===== src/rtl/p2_vram_arb.sv =====
// rtl/p2_vram_arb.sv - single-port framebuffer RAM arbiter: CPU bus port vs display scanout fetch
// Optional build macro VRAM_ARB_STATS_EN adds the stall_cnt/stall_clr CPU stall statistics.
module p2_vram_arb #(
  parameter int AW           = 17,
  parameter int DW           = 16,
  parameter int MAX_DISP_RUN = 4
) (
  input  logic          clk,
  input  logic          reset_n,
  input  logic          cpu_sel,
  input  logic          cpu_go_n,
  input  logic [AW-1:0] cpu_addr,
  input  logic          cpu_wel_n,
  input  logic          cpu_weu_n,
  input  logic [DW-1:0] cpu_datai,
  output logic [DW-1:0] cpu_datao,
  output logic          cpu_wait_n,
  input  logic          disp_req,
  input  logic [AW-1:0] disp_addr,
  output logic          disp_ack,
  output logic [DW-1:0] disp_data,
`ifdef VRAM_ARB_STATS_EN
  input  logic          stall_clr,
  output logic [15:0]   stall_cnt,
`endif
  output logic          ram_en,
  output logic [AW-1:0] ram_addr,
  output logic          ram_wr_lo,
  output logic          ram_wr_hi,
  output logic [DW-1:0] ram_wdata,
  input  logic [DW-1:0] ram_rdata
);

  localparam int RW = (MAX_DISP_RUN < 1) ? 1 : $clog2(MAX_DISP_RUN + 1);
  localparam logic [RW-1:0] RUN_MAX = RW'(MAX_DISP_RUN);

  typedef enum logic [2:0] {
    IDLE      = 3'd0,
    CPU_ACC   = 3'd1,
    CPU_DONE  = 3'd2,
    DISP_ACC  = 3'd3,
    DISP_DATA = 3'd4
  } state_t;

  state_t        state_q, state_d;
  logic [RW-1:0] run_cnt;
  logic [AW-1:0] cpu_addr_q;
  logic [AW-1:0] disp_addr_q;
  logic [DW-1:0] wdata_q;
  logic [DW-1:0] datao_q;
  logic          wr_lo_q;
  logic          wr_hi_q;
  logic          done_first_q;
  logic          cpu_pend;
  logic          disp_win;
  logic          cpu_grant;
  logic          disp_grant;
  logic          rd_first;

  assign cpu_pend = cpu_sel & ~cpu_go_n;
  // Display keeps priority until it has taken RUN_MAX grants in a row against a waiting CPU.
  assign disp_win = disp_req & (~cpu_pend | (run_cnt < RUN_MAX));

  always_comb begin
    state_d    = state_q;
    cpu_grant  = 1'b0;
    disp_grant = 1'b0;
    case (state_q)
      IDLE: begin
        if (disp_win) begin
          state_d    = DISP_ACC;
          disp_grant = 1'b1;
        end else if (cpu_pend) begin
          state_d   = CPU_ACC;
          cpu_grant = 1'b1;
        end
      end
      CPU_ACC:   state_d = CPU_DONE;
      CPU_DONE:  if (cpu_go_n) state_d = IDLE;
      DISP_ACC:  state_d = DISP_DATA;
      DISP_DATA: state_d = IDLE;
      default:   state_d = IDLE;
    endcase
  end

  // Read data arrives during the first CPU_DONE cycle; pass it through then and hold it afterwards.
  assign rd_first = (state_q == CPU_DONE) & done_first_q & ~wr_lo_q & ~wr_hi_q;

  always_ff @(posedge clk) begin
    if (!reset_n) begin
      state_q      <= IDLE;
      run_cnt      <= '0;
      cpu_addr_q   <= '0;
      disp_addr_q  <= '0;
      wdata_q      <= '0;
      datao_q      <= '0;
      wr_lo_q      <= 1'b0;
      wr_hi_q      <= 1'b0;
      done_first_q <= 1'b0;
    end else begin
      state_q      <= state_d;
      done_first_q <= (state_q == CPU_ACC);
      if (cpu_grant) begin
        cpu_addr_q <= cpu_addr;
        wdata_q    <= cpu_datai;
        wr_lo_q    <= ~cpu_wel_n;
        wr_hi_q    <= ~cpu_weu_n;
      end
      if (disp_grant) disp_addr_q <= disp_addr;
      if (!cpu_pend || cpu_grant) run_cnt <= '0;
      else if (disp_grant && (run_cnt < RUN_MAX)) run_cnt <= run_cnt + 1'b1;
      if (rd_first) datao_q <= ram_rdata;
    end
  end

  // RAM strobes are gated by reset so an access interrupted by reset never writes.
  assign ram_en    = reset_n & ((state_q == CPU_ACC) | (state_q == DISP_ACC));
  assign ram_addr  = (state_q == CPU_ACC) ? cpu_addr_q : disp_addr_q;
  assign ram_wr_lo = reset_n & (state_q == CPU_ACC) & wr_lo_q;
  assign ram_wr_hi = reset_n & (state_q == CPU_ACC) & wr_hi_q;
  assign ram_wdata = wdata_q;

  assign disp_ack   = (state_q == DISP_DATA);
  assign disp_data  = (state_q == DISP_DATA) ? ram_rdata : '0;
  assign cpu_datao  = rd_first ? ram_rdata : datao_q;
  assign cpu_wait_n = ~(reset_n & cpu_pend & (state_q != CPU_DONE));

`ifdef VRAM_ARB_STATS_EN
  always_ff @(posedge clk) begin
    if (!reset_n || stall_clr) stall_cnt <= '0;
    else if (!cpu_wait_n && (stall_cnt != 16'hFFFF)) stall_cnt <= stall_cnt + 16'd1;
  end
`endif

endmodule


===== config.mk =====
export PLATFORM = sky130hd
export DESIGN_NAME = p2_vram_arb
export DESIGN_NICKNAME = d
export VERILOG_FILES = /design/src/rtl/p2_vram_arb.sv
export SDC_FILE = /design/constraint.sdc
export NUM_CORES = 1
export LEC_CHECK = 0
export BUFFER_PORTS_ARGS = -buffer_cell sky130_fd_sc_hd__clkbuf_2
export CAP_MARGIN = 20
export CORE_AREA = 2 2 98 100
export CTS_BUF_LIST = sky130_fd_sc_hd__clkbuf_8
export CTS_CLUSTER_DIAMETER = 50
export DETAILED_ROUTE_END_ITERATION = 10
export DIE_AREA = 0 0 100 102
export PLACE_DENSITY_LB_ADDON = 0.15
export SYNTH_ARGS = -nofsm -noshare
export SYNTH_HDL_FRONTEND = slang
export SYNTH_SLANG_ARGS = --single-unit

===== constraint.sdc =====
create_clock -name clk -period 5.7 [get_ports clk]
set_clock_uncertainty 0.1 [all_clocks]
set_input_delay 0.57 -clock clk [delete_from_list [all_inputs] [get_ports clk]]
set_output_delay 0.57 -clock clk [all_outputs]
set_load 0.01 [all_outputs]

==> metrics.md, run 1 <==
| Metric | Value |
|---|---|
| Initial Utilization | 39.0% |
| Placement Rows | 35 |
| CTS sink cnt | 75 |
| Seq/Total Area, Yosys | 42.2% |
| Avg WL per Cell | around 12 µm |
| Simple-gate share of the synthesized area | roughly 22% |
| Status | finished, final reports clean |
| Worst reg-to-reg setup slack | 3.53 ns |
| Post-Syn Nets | ~460 |
| Largest family of logic cells by synthesized area | multiplexers |
| Cts repair resizes | 0 |
| Ports | 143 |
| Mapped Cells | between 300 and 400 |
| Main synth FF type | dfxtp_1 |
| Fmax | between 300 and 400 MHz |
| DRT antenna net count | 0 |
| Design area | 4530 µm² |
| Post-Syn Area | 3560 µm² |
| Synth top area share | 42.2% |
| Synth area leaders | dfxtp_1 (42%), mux2i_1 (19%), nand2_1 (15%), mux2_2 (10%), and2_1 (3.3%) |
| Worst setup SP type | flip-flop |
| Post-synth top area cell | dfxtp_1 |
| Setup TNS | 0 ns |
| Post-synth EDFFs | 0 |
| DR iter-0 viols | 64 |
| Most common cell in the netlist | nand2_1 |
| Reg2Reg Capture Point | disp_addr_q[13] |
| CP bufs+invs | 2 |
| Worst vdd ir | 0.000120 V |
| Crit Path Max Fanout | 32 |
| Worst Hold End | ram_wdata[1] |
| YS warnings | 0 |
| Count of pins over their slew limit | 0 |
| CP required | 5.03 ns |
| RSZ-0062 raised after global routing | no |
| Area after DPL | 4320 µm² |
| DRC | 0 |
| Mux cell area share after synthesis | between 20% and 30% |
| Leakage power | a little over 2 nW |
| Area Growth Syn to Fin | 27.4% |
| Placer congestion estimate | 0.717 |
| Pin count of the biggest net entering global routing | 74 |
| Part of the cycle the worst path needs | approximately 56% |
| Via count | 2934 |
| Initial antenna violation count | 0 |
| Most frequent cells after synthesis | nand2_1 (138), dfxtp_1 (75), mux2i_1 (68) |
| Nets | 596 |
| TritonCTS clock tree | built |
| Final Setup Violations | 0 |
| IO Port Bufs | 142 |
| Total power | about 1.1 mW |
| Root buf cell | clkbuf_8 |
| Worst-Margin Slew | 0.802 ns |
| First-pass GRT wire length | 12800 µm |
| GRT Total Usage | 15.8% |
| Crit path depth | 5 |
| Die Height | roughly 100 µm |
| Number of global-route vias before repair | between 2000 and 3000 |
| Post-CTS Hold Fix Bufs | 0 |
| Hold Crit Class | input pin to flip-flop |
| Routed WL | 7750 µm |
| Grt ovf | 0 |
| Delay-heaviest family, CP | simple AND/OR/NAND/NOR gates |
| Final min period | 3.20 ns |
| Vias per Instance | approximately 4.6 |
| Max H-tree Level | 3 |
| Number of CTS-inserted buffers | 9 |
| Post-synth ARST share | 0% |
| Ratio of total power to cell area | 252 nW/µm² |
| Detailed Place HPWL | 5500 µm |
| Layout cells sized above 1 | 38.1% |
| Slowest stage cell, crit path | dfxtp_1 |
| Worst hold stages | 3 |
| Buffers inserted by post-CTS timing repair | 0 |
| Clock Path Buffers | 2 |
| Reg2reg start | state_q[2] |
| Die Width | 100 µm |
| Post-Synth XOR/XNOR Area | 0% |
| Hold path start | cpu_datai[1] |
| Slew margin rel. | 46.4% |
| Cell variety after synth | 32 |
| ANT cells | 0 |
| Synth Area in Compound Gates | 1.51% |
| Core area | 9110 µm² |
| Fin util | 49.7% |
| Crit Path Category | flip-flop to primary output |
| Insertion delay to the later sink of the worst-skew pair | 0.34 ns |
| Adder-cell share of the synthesized area | 0.352% |
| WP data arrival | 2.53 ns |
| Crit-path max cell delay | 0.48 ns |
| Die area | 10200 µm² |
| Crit-path cells | or3b_1 -> nor4b_4 -> buf_4 -> mux2_2 -> clkbuf_2 |
| Crit end category | primary output |
| Max_cap viols | 0 |
| Mapped Avg Cell Area | 9.12 µm² |
| Final hold violations | 0 |
| Register bit total from synthesis | 75 |
| Reg2reg path depth | 3 |
| Reg clk slew, reported paths | around 0.070 ns |
| Total iterations of the first detailed-routing run | 4 |
| WHS | 0.346 ns |
[stage by stage]
| stage | setup slack, ns | std cells |
|---|---|---|
| global placement | 2.94 | 622 |
| CTS | 2.49 | 638 |
| global route | 2.36 | 638 |
| finish | 2.50 | 638 |
| floorplan | 3.23 | 390 |
| detailed placement | 2.89 | 622 |
[per-layer routing]
| layer | share of wire, % | global-route usage (%) | wire length, µm | up-vias |
|---|---|---|---|---|
| met5 | 0 | 0 | 0 | - |
| met1 | 47 | 19.9 | 3620 | 1285 |
| met4 | 2.0 | 7.90 | 152 | 0 |
| met3 | 5.3 | 3.42 | 413 | 13 |
| li1 | - | - | - | 1551 |
| met2 | 46 | 25.8 | 3570 | 85 |
[area by class of cell]
type	count	area (µm²)
flip-flops and latches	75	1500
inverters	2	7.51
well taps	111	139
repair buffers	147	751
multi-input cells	287	1920
clock buffers	12	165
clock inverters	4	47.5
fillers	903	4580
[sequential cells by signal, indices dropped and copies added (netlist names)]
register and cells:
cpu_addr_q 17, datao_q 16, disp_addr_q 17, done_first_q 1, ram_wdata 16, run_cnt 3
state_q 3, wr_hi_q 1, wr_lo_q 1
[layout by cell type, fill, tap and decap left out]
cell,synthesis,routed
a211o_1,1,1
a21oi_1,3,3
a21oi_4,1,1
a311oi_1,1,1
and2_1,19,19
and3b_1,1,1
buf_4,2,6
bufinv_16,0,1
clkbuf_2,0,141
clkbuf_8,0,12
clkinv_2,0,2
clkinvlp_4,0,1
dfxtp_1,75,75
ha_1,1,1
inv_1,2,2
mux2_1,1,1
mux2_2,32,32
mux2i_1,68,68
nand2_1,138,138
nand2b_1,3,3
nand3_1,3,3
nand3b_1,1,1
nor2_1,2,2
nor2b_1,3,3
nor3_1,1,1
nor3b_2,0,2
nor4b_4,1,1
o21ai_0,1,1
or3_1,1,1
or3b_1,1,1
or3b_2,1,1
or4b_2,1,1
[power by group]
part	internal [mW]	total (mW)	leakage, nW	switching (mW)
Sequential	0.545	0.557	0.609	0.0126
Combinational	0.0745	0.156	1.36	0.0817
Clock	0.237	0.429	0.108	0.192
Total	0.856	1.14	2.07	0.287
[how the worst max path moves through the flow]
stage | startpoint | to | slack [ns]
2_1_floorplan | state_q[1] | cpu_datao[4] | 3.23
3_3_place_gp | state_q[1] | cpu_datao[1] | 2.94
3_5_place_dp | state_q[1] | cpu_datao[10] | 2.89
4_1_cts | state_q[1] | cpu_datao[10] | 2.49
5_1_grt | state_q[1] | cpu_datao[3] | 2.36
6_report | state_q[1] | cpu_datao[9] | 2.50
[cells by family after synthesis]
logic type,Yosys count
AND/OR/NAND/NOR,178
multiplexers,101
flip-flops,75
buffers and inverters,28
AO/OA/AOI/OAI,7
adder cells (fa/ha/maj),1
[tightest hold or removal path, stage by stage]
cell and delay, ns:
clkbuf_2 0.08, nand2_1 0.04, mux2i_1 0.05
(Power assumes the default switching activity.)
==> run 2, diff against run 1 <==
- clock period: 5.7 -> 3.2 ns (I/O delays scaled with it)
==> metrics.md, run 2 (same netlist as run 1, synthesis figures left out) <==
| Metric | Value |
|---|---|
| Reg area | 1500 µm² |
| Most common cell after layout, fill and taps aside | clkbuf_2 |
| Slowest stage cell, crit path | dfxtp_1 |
| Fmax | 363 MHz |
| Worst setup SP type | flip-flop |
| Final Setup Violations | 0 |
| Vias per Instance | approximately 4.6 |
| Most frequent cells in the layout | clkbuf_2 (141), nand2_1 (138), dfxtp_1 (75), mux2i_1 (68), mux2_2 (32) |
| Reg clk slew, reported paths | ~0.080 ns |
| Design area | 4530 µm² |
| Setup TNS | 0 ns |
| Hold Crit Class | input pin to flip-flop |
| Initial antenna violation count | 0 |
| Insertion delay to the later sink of the worst-skew pair | 0.33 ns |
| Die area | 10200 µm² |
| Cts repair resizes | 0 |
| Buffers inserted by post-CTS timing repair | 0 |
| First-pass GRT wire length | around 12000 µm |
| FILL cells | 901 |
| Number of global-route vias before repair | roughly 2700 |
| Area Growth Syn to Fin | 27.3% |
| Detailed Place HPWL | 5630 µm |
| Crit end category | primary output |
| Die Height | 102 µm |
| Max_cap viols | 0 |
| Crit path from | state_q[1] |
| Leakage power | ~2.1 nW |
| IO Port Bufs | 142 |
| Total power | 1.98 mW |
| Max H-tree Level | 3 |
| Crit Path Category | flip-flop to primary output |
| Part of the cycle the worst path needs | 86.2% |
| Avg WL per Cell | 12.0 µm |
| Regs by FF count | cpu_addr_q: 17 flops, disp_addr_q: 17 flops |
| Worst hold stages | 3 |
| Grt ovf | 0 |
| CP required | 2.78 ns |
| GRT Total Usage | ~15% |
| Crit-path max cell delay | 0.48 ns |
| Initial Utilization | 39.0% |
| Reg2reg start | state_q[1] |
| Area after DPL | about 4300 µm² |
| Worst vdd ir | ~0.00026 V |
| Placement Rows | 35 |
| Multi-input logic area | between 1500 and 2000 µm² |
| WP data arrival | 2.34 ns |
| Routed WL | roughly 7700 µm |
| Placer congestion estimate | between 0.7 and 0.8 |
| Final hold violations | 0 |
| Layout cells sized above 1 | 38.1% |
| Nets | 598 |
| Post-CTS Hold Fix Bufs | 0 |
| Number of CTS-inserted buffers | 9 |
| DRC | 0 |
| Pin count of the biggest net entering global routing | 53 |
| DR iter-0 viols | 84 |
| Count of pins over their slew limit | 0 |
| Worst-Margin Slew | 0.754 ns |
| Final min period | roughly 2.8 ns |
| RSZ-0062 raised after global routing | no |
| Total iterations of the first detailed-routing run | 4 |
| Ratio of total power to cell area | 437 nW/µm² |
| Reg2reg path depth | 5 |
| TritonCTS clock tree | built |
| Via count | 2969 |
| Hold path start | disp_addr[12] |
| Core area | 9110 µm² |
| DRT antenna net count | 0 |
| Root buf cell | clkbuf_8 |
| CTS sink cnt | 75 |
| Crit-path cells | or3b_1 -> nor4b_4 -> buf_4 -> mux2_2 -> clkbuf_2 |
| Slew margin rel. | 49.5% |
| Status | finished, final reports clean |
| Crit Path Max Fanout | 22 |
| Worst reg-to-reg setup slack | between 1 and 1.5 ns |
| Ports | 143 |
| Clock Path Buffers | 2 |
| ANT cells | 0 |
| Fin util | between 40% and 50% |
| Die Width | around 100 µm |
## run 2: cell types whose count changed in the layout (fill, tap and decap cells not counted)
cell / delta
clkbuf_8: -2
clkinv_4: +1
inv_1: +1
clkinv_2: -1
buf_4: +2
## run 2: final timing paths
| kind | end |
|---|---|
| max | cpu_datao[1] |
| min | disp_addr_q[12] |
| max reg2reg | datao_q[4] |
| min reg2reg | cpu_addr_q[10] |
## run 2: power breakdown
part           switching [mW]  internal [mW]
clock                   0.333          0.375
sequential             0.0225          0.970
combinational           0.145          0.134
total                   0.501           1.48
## run 2: final cells by class
type | instances | share of cell area [%]
tap | 111 | 3.07
sequential | 75 | 33.2
inverter | 2 | 0.166
multi-input combinational | 287 | 42.4
clock buffer | 10 | 3.04
timing repair buffer | 149 | 16.9
clock inverter | 5 | 1.22
## run 2: worst max-delay path, delay by kind of cell (launching register included)
| family | cells | cell delay [ns] |
|---|---|---|
| DFF | 1 | 0.48 |
| buffers and inverters | 2 | 0.46 |
| and+or+nand+nor | 2 | 0.70 |
| muxes | 1 | 0.38 |
## run 2: stage by stage
step	hold WS [ns]	setup slack [ns]	instances
2_1_floorplan	0.331	0.979	390
3_3_place_gp	0.341	0.819	624
3_5_place_dp	0.345	0.781	624
4_1_cts	0.0793	0.409	639
5_1_grt	0.0927	0.295	639
6_report	0.105	0.442	639
## run 2: layer usage
layer	share of wire (%)	GRT usage, %	wire length [µm]	up-vias
met3	6.0	4.04	461	4
met1	45	18.3	3480	1330
li1	-	-	-	1552
met5	0	0	0	-
met2	48	25.5	3670	83
met4	0.96	5.80	74	0
